--- src/rtl/prewish_pkg.sv ---
// Shared constants and FSM state type for the prewish_blinky bus master.
package prewish_pkg;

  localparam int unsigned NUM_PATTERNS = 4;

  // Entry 0 is the rightmost element.
  localparam logic [NUM_PATTERNS-1:0][7:0] PATTERN_TABLE = {8'hE4, 8'h81, 8'hF0, 8'hAA};

  typedef enum logic [1:0] {
    S_INIT,
    S_STROBE,
    S_IDLE
  } state_t;

endpackage

--- src/rtl/prewish_debounce.sv ---
// Push-button conditioner: two-flop synchronizer, saturating-window debouncer,
// and a registered one-cycle pulse on each debounced rising edge.
module prewish_debounce #(
  parameter int DEBOUNCE_BITS = 16
) (
  input  logic i_clk,
  input  logic i_rst,
  input  logic i_button,
  output logic o_press
);

  logic                     r_sync1;
  logic                     r_sync2;
  logic                     r_level;
  logic [DEBOUNCE_BITS-1:0] r_cnt;
  logic                     r_press;
  logic                     w_differ;
  logic                     w_flip;

  assign w_differ = (r_sync2 != r_level);
  assign w_flip   = w_differ && (&r_cnt);

  always_ff @(posedge i_clk or posedge i_rst) begin
    if (i_rst) begin
      r_sync1 <= 1'b0;
      r_sync2 <= 1'b0;
      r_level <= 1'b0;
      r_cnt   <= '0;
      r_press <= 1'b0;
    end else begin
      r_sync1 <= i_button;
      r_sync2 <= r_sync1;
      r_press <= w_flip && r_sync2;
      if (w_flip) begin
        r_level <= r_sync2;
        r_cnt   <= '0;
      end else if (w_differ) begin
        r_cnt <= r_cnt + 1'b1;
      end else begin
        r_cnt <= '0;
      end
    end
  end

  assign o_press = r_press;

endmodule

--- src/rtl/prewish_mentor.sv ---
// Bus master for prewish_blinky: steps through a fixed LED pattern table on
// debounced button presses or auto-advance ticks, strobing each new pattern.
module prewish_mentor
  import prewish_pkg::*;
#(
  parameter int DEBOUNCE_BITS = 16,
  parameter int AUTO_BITS     = 24
) (
  input  logic       CLK_I,
  input  logic       RST_I,
  input  logic       i_button,
  input  logic       i_auto,
  output logic       STB_O,
  output logic [7:0] DAT_O,
  output logic [1:0] o_pattern_idx
);

  state_t                r_state;
  state_t                w_next;
  logic                  r_stb;
  logic [7:0]            r_dat;
  logic [1:0]            r_idx;
  logic                  r_pending;
  logic [AUTO_BITS-1:0]  r_auto_cnt;
  logic                  r_tick;
  logic                  w_press;
  logic                  w_req;
  logic                  w_accept;

  prewish_debounce #(
    .DEBOUNCE_BITS(DEBOUNCE_BITS)
  ) u_debounce (
    .i_clk   (CLK_I),
    .i_rst   (RST_I),
    .i_button(i_button),
    .o_press (w_press)
  );

  assign w_req = w_press | r_tick;

  always_comb begin
    w_next   = r_state;
    w_accept = 1'b0;
    unique case (r_state)
      S_INIT:   w_next = S_STROBE;
      S_STROBE: w_next = S_IDLE;
      S_IDLE: begin
        if (w_req || r_pending) begin
          w_accept = 1'b1;
          w_next   = S_STROBE;
        end
      end
      default:  w_next = S_INIT;
    endcase
  end

  always_ff @(posedge CLK_I or posedge RST_I) begin
    if (RST_I) begin
      r_state <= S_INIT;
    end else begin
      r_state <= w_next;
    end
  end

  always_ff @(posedge CLK_I or posedge RST_I) begin
    if (RST_I) begin
      r_stb     <= 1'b0;
      r_dat     <= '0;
      r_idx     <= '0;
      r_pending <= 1'b0;
    end else begin
      r_stb <= (r_state == S_STROBE);
      if (r_state == S_STROBE) begin
        r_dat <= PATTERN_TABLE[r_idx];
      end
      if (w_accept) begin
        r_idx <= r_idx + 2'd1;
      end
      if (r_state == S_IDLE) begin
        r_pending <= 1'b0;
      end else if (w_req) begin
        r_pending <= 1'b1;
      end
    end
  end

  // Timer only runs in S_IDLE; the hold through the strobe cycle plus the
  // registered tick gives a strobe-to-strobe spacing of 2^AUTO_BITS + 2.
  always_ff @(posedge CLK_I or posedge RST_I) begin
    if (RST_I) begin
      r_auto_cnt <= '0;
      r_tick     <= 1'b0;
    end else begin
      r_tick <= i_auto && (&r_auto_cnt) && (r_state == S_IDLE) && !w_accept;
      if (!i_auto || w_accept) begin
        r_auto_cnt <= '0;
      end else if (r_state == S_IDLE) begin
        r_auto_cnt <= r_auto_cnt + 1'b1;
      end
    end
  end

  assign STB_O         = r_stb;
  assign DAT_O         = r_dat;
  assign o_pattern_idx = r_idx;

endmodule
--- config.mk ---
export PLATFORM = sky130hd
export DESIGN_NAME = prewish_mentor
export DESIGN_NICKNAME = d
export VERILOG_FILES = /design/src/rtl/prewish_pkg.sv /design/src/rtl/prewish_debounce.sv /design/src/rtl/prewish_mentor.sv
export SDC_FILE = /design/constraint.sdc
export NUM_CORES = 1
export LEC_CHECK = 0
export ABC_AREA = 1
export ABC_CLOCK_PERIOD_IN_PS = 1900
export CORE_MARGIN = 2
export CORE_UTILIZATION = 35
export DETAILED_ROUTE_END_ITERATION = 10
export PLACE_DENSITY = 0.58
export SYNTH_ARGS = -nofsm -noshare
export SYNTH_HDL_FRONTEND = slang
export SYNTH_SLANG_ARGS = --single-unit
--- constraint.sdc ---
create_clock -name CLK_I -period 1.9 [get_ports CLK_I]
set_input_delay 0.285 -clock CLK_I [delete_from_list [all_inputs] [get_ports CLK_I]]
set_output_delay 0.285 -clock CLK_I [all_outputs]
set_load 0.02 [all_outputs]
**After elaboration in Yosys (flattened, before gate mapping)**

Index checks and enable logic that the tools add are counted.

- $add $sub $neg: 3
- $lt $le $gt $ge: 1
- Bitwise operators: 1
- Mux-type cells: 12
- Reductions and logical operators: 14
- Equality and inequality tests: 4

Operators with widths:

| cell | number |
|---|---|
| 24-bit two-way mux | 2 |
| 16-bit two-way mux | 2 |
| 24-bit by 1-bit adder with 24-bit output, second input constant | 1 |
| 24-bit AND reduction | 1 |
| 16-bit by 1-bit adder with 16-bit output, second input constant | 1 |
| 8-bit binary-select mux with 2-bit select | 1 |
| 16-bit AND reduction | 1 |
| 8-bit two-way mux | 1 |
| 2-bit one-hot mux with 3 select lines | 1 |
| 1-bit logical AND | 5 |
| 1-bit two-way mux | 4 |
| 2-bit nonzero test | 2 |
| 2-bit by 3-bit less-than comparator with 1-bit output, second input constant | 1 |
| 2-bit by 1-bit adder with 2-bit output, second input constant | 1 |
| 2-bit by 1-bit == test with 1-bit output, second input constant | 1 |
| 2-bit == test, second input constant | 1 |
| 1-bit logical NOT | 2 |
| 2-bit logical NOT | 1 |
| 1-bit logical OR | 2 |
| 2-bit two-way mux | 1 |
| 2-bit != test, second input constant | 1 |
| 1-bit != test | 1 |
| 1-bit bitwise OR | 1 |

- Word-level logic and storage cells: 47
- Input bits: 4
- Register bits: 59
- Output and inout bits: 11

**Longest topological paths before layout**

- Depth after elaboration: 6
- Mapped depth: 10
- Depth with buffers taken out: 9

**By module**

From an unflattened synthesis, not the netlist that was laid out.

- Cells, all modules: 380
- Area total of the unflattened synthesis: 3,119.2 um^2

Modules (own cells, without submodules):

| module | cells an instance | sequential area each (um^2) | area each (um^2) | instances |
|---|---|---|---|---|
| prewish_mentor | 259 | 950.9 | 2,054.5 | 1 |
| prewish_debounce | 121 | 500.5 | 1,064.8 | 1 |

**Worst setup path before layout**

Ideal clock, no wire load.

- Kind: reg2reg
- Start: reg u_debounce.r_cnt[0]
- End: reg u_debounce.r_cnt[0]
- Setup slack: 542 ps
- Period minus slack after synthesis: 1,358 ps
- Data required time: 1,778 ps
- Setup time: 122 ps
- Cell stages (with the launch flop): 7
- Data arrival time: 1,236 ps
- Cells stage by stage: dfrtp_1 > ha_1 > nand2_2 > nor3_4 > nand3b_2 > o21ai_4 > nor2_1

- Word-level cells in the longest chain between the ends: 3
- Elaborated cells between the ends (all ways): 5

Ends and longest elaborated chain:

| element | RTL line | RTL |
|---|---|---|
| start: declaration | prewish_debounce.sv:15 | `logic [DEBOUNCE_BITS-1:0] r_cnt;` |
| start signal: assignment | prewish_debounce.sv:38 | `r_cnt <= r_cnt + 1'b1;` |
| 16-bit by 1-bit adder with 16-bit output / 16-bit AND reduction (equally long branches) | prewish_debounce.sv:38, prewish_debounce.sv:21 |  |
| 16-bit two-way mux / 1-bit logical AND (equally long branches) | prewish_debounce.sv:37, prewish_debounce.sv:21 |  |
| 16-bit two-way mux (*) | prewish_debounce.sv:34 | `if (w_flip) begin` |

Mark *: on every way between the ends. The rest lies on a longest branch, timed or not.
A chain may end at the register's enable or synchronous reset.

**Worst setup path in the final report**

- Start: reg r_idx[1] (netlist: o_pattern_idx[1])
- End: out o_pattern_idx[1]

RTL lines:

| element | RTL line | RTL |
|---|---|---|
| start: declaration | prewish_mentor.sv:22 | `logic [1:0] r_idx;` |
| start signal: assignment | prewish_mentor.sv:77 | `r_idx <= r_idx + 2'd1;` |
| end: declaration | prewish_mentor.sv:15 | `output logic [1:0] o_pattern_idx` |

No word-level cell between the ends.

==> run metrics <==
hpwl dp=4.441 mm; Psw=0.0005965 W; switching share of power=0.2252; slowest CP cell=clkdlybuf4s50_1; cell family with the largest share of critical-path delay=buffers and inverters; Critical Path AT=1.40 ns; Synth Warn #=0; synthesized area=0.003078 mm²; Starting Density=0.3564; Fillers=877; Synth Register Bits=58; share of the synthesized area in the top cell type=0.4715; fin crit share=0.8888; via-per-instance ratio=4.676; DIE WIDTH=97.78 µm; DRC violations left=0; Max Freq=0.5921 GHz; Crit Path Class=reg2out; pin slew with the least headroom to its limit=0.4320 ns; Post-Syn Area per Cell=7.995 µm²; initial antenna violation count=0; Worst Skew=0.007389 ns; number of buffers created by CTS=9; clock buffer depth=2; Clock Latency Late Sink=0.34 ns; CP max stage delay=0.64 ns; H-Tree Depth=3; Pre-Repair DR Iteration Count=4; Resized cells post-CTS=0; proportion of power drawn by combinational gates=0.033; post-layout net count=422; top post-synthesis cells by area=dfrtp_1, nand2_1, nor2_1; largest net degree at the start of global routing=40; core area=0.008636 mm²; Synth area leader=dfrtp_1; max_cap viols=0; final setup vio count=0; count of pins over their slew limit=0; vias=2,450; first-pass GRT wire length=11.10 mm; vias in the first global route=2,378; Routed Antenna Nets=0; layout cells sized above 1=0.1298; 1st-iter DRT viols=74; CP cell instances=clkdlybuf4s50_1; Clock transition at path regs=0.07 ns; setup TNS=0 ns; maximum net fanout on the critical path=5; CTS tree=built; status=finished clean; Pwr Density=737.0 mW/mm²; hold_buf cts=0; worst min-delay path category=in2async; critical path endpoint category=output pin; critical path required time=1.62 ns; dpl cells=508; total setup buffers inserted after CTS=0; area growth from synthesis to layout=16.75%; Sink Count=58; Leak Pwr=1.599 nW; Root Buffer Master=clkbuf_8; synth unique cells=31; Final Instance Count excl. Fillers=524; maximum VDD drop=0.3596 mV; sequential power share=0.475; num rows=34; # diodes=0; Mapped Cells=385; io pins=15; slew margin rel.=0.7110; sequential fraction of the synthesis area=0.4715; IO Port Bufs=14; minimum clock period=1.689 ns; die area=0.009560 mm²; Clk pwr share=0.492; P_int=0.002052 W; die height=97.78 µm; RSZ-0062 raised after global routing=false; commonest cells after routing, fill and taps aside=nand2_1, nor2_1, dfrtp_1; syn nets=396; Critical path buffers and inverters=1; total gr overflow=0; final hold viol count=0; GPL Wtd Cong=0.8125; WL per Instance=11.78 µm; Total GRT Usage=0.1416; WL final=6.175 mm; fin util=0.4161; commonest non-fill, non-tap cell in the layout=nand2_1; element type at the critical path start=register
[metrics by stage]
stage | total power [W] | setup slack, ns | hold WS (ns) | cell area (µm²)
3_3_place_gp | 0.001373 | 0.2445 | 0.3446 | 3366
4_1_cts | 0.002695 | 0.1984 | 0.1769 | 3593
2_1_floorplan | 0.001337 | 0.1870 | 0.3164 | 3078
5_1_grt | 0.002766 | 0.1636 | 0.1624 | 3593
6_report | 0.002648 | 0.2112 | 0.1809 | 3593
3_5_place_dp | 0.001374 | 0.2255 | 0.3380 | 3366
[cell families after synthesis]
logic type               after synthesis  synth area share
flip-flops                            58            0.4715
XOR/XNOR                              10           0.02846
buffers and inverters                 47           0.06463
AO/OA/AOI/OAI                         29           0.05285
AND/OR/NAND/NOR                      234            0.3541
adder cells (fa/ha/maj)                7           0.02845
[cell usage after synthesis (all sizes together)]
master and n:
xor2 9, nand4 10, nand3 29, a22o 1, or2 2, nor3b 2
xnor2 1, o31ai 1, a21oi 16, nand2 96, inv 43, ha 7
buf 4, nor2 77, dfrtp 58, nor3 15, nand3b 1, o21ai 11
and3 2
[power by group through the flow]
stage	combinational, W	sequential, W	clock (W)
2_1_floorplan	0.0000588	0.00128	0
3_3_place_gp	0.0000916	0.00128	0
3_5_place_dp	0.0000928	0.00128	0
4_1_cts	0.0000920	0.00126	0.00135
5_1_grt	0.000102	0.00126	0.00140
6_report	0.0000886	0.00126	0.00130
[layer usage]
metal	track usage	routed length [µm]	vias to the layer above
met5	0	0	-
met4	0.02885	44	0
met3	0.05225	157	4
met2	0.2218	2789	22
met1	0.1904	3183	1140
li1	-	-	1284
[worst reg2reg max path, stage by stage, from the launching register on]
cell      delay (ns)
dfrtp_1         0.37
ha_1            0.19
nand2_2         0.09
nor3_4          0.33
nand3b_2        0.17
o21ai_4         0.24
nor2_1          0.07
[state kept, by name (all words and copies together), names as in the netlist]
register	flops
r_state	2
o_pattern_idx	2
u_debounce.r_sync1	1
u_debounce.r_level	1
u_debounce.r_cnt	16
r_auto_cnt	24
u_debounce.o_press	1
u_debounce.r_sync2	1
r_pending	1
r_tick	1
STB_O	1
DAT_O	7
[path summary, 6_finish.rpt]
kind,start,depth (start not counted),endpoint,slack [ns]
min in group CLK_I,u_debounce.r_sync1,0,u_debounce.r_sync2,0.36
max in group asynchronous,RST_I,3,r_auto_cnt[14],1.28
setup reg to reg,u_debounce.r_cnt[0],6,u_debounce.r_cnt[7],0.32
hold reg to reg,u_debounce.r_sync1,0,u_debounce.r_sync2,0.36
setup / recovery,o_pattern_idx[1],1,o_pattern_idx[1],0.21
hold / removal,RST_I,2,u_debounce.r_cnt[6],0.18
[cell type report]
class / instances / area, µm² / area share
repair buffers: 19 / 190.2 / 0.05292
well taps: 108 / 135.1 / 0.03760
flip-flops and latches: 58 / 1451 / 0.4039
multi-input cells: 280 / 1428 / 0.3973
clock inverters: 6 / 90.09 / 0.02507
inverters: 43 / 161.4 / 0.04492
clock buffers: 10 / 137.6 / 0.03830
(Power assumes the default switching activity.)
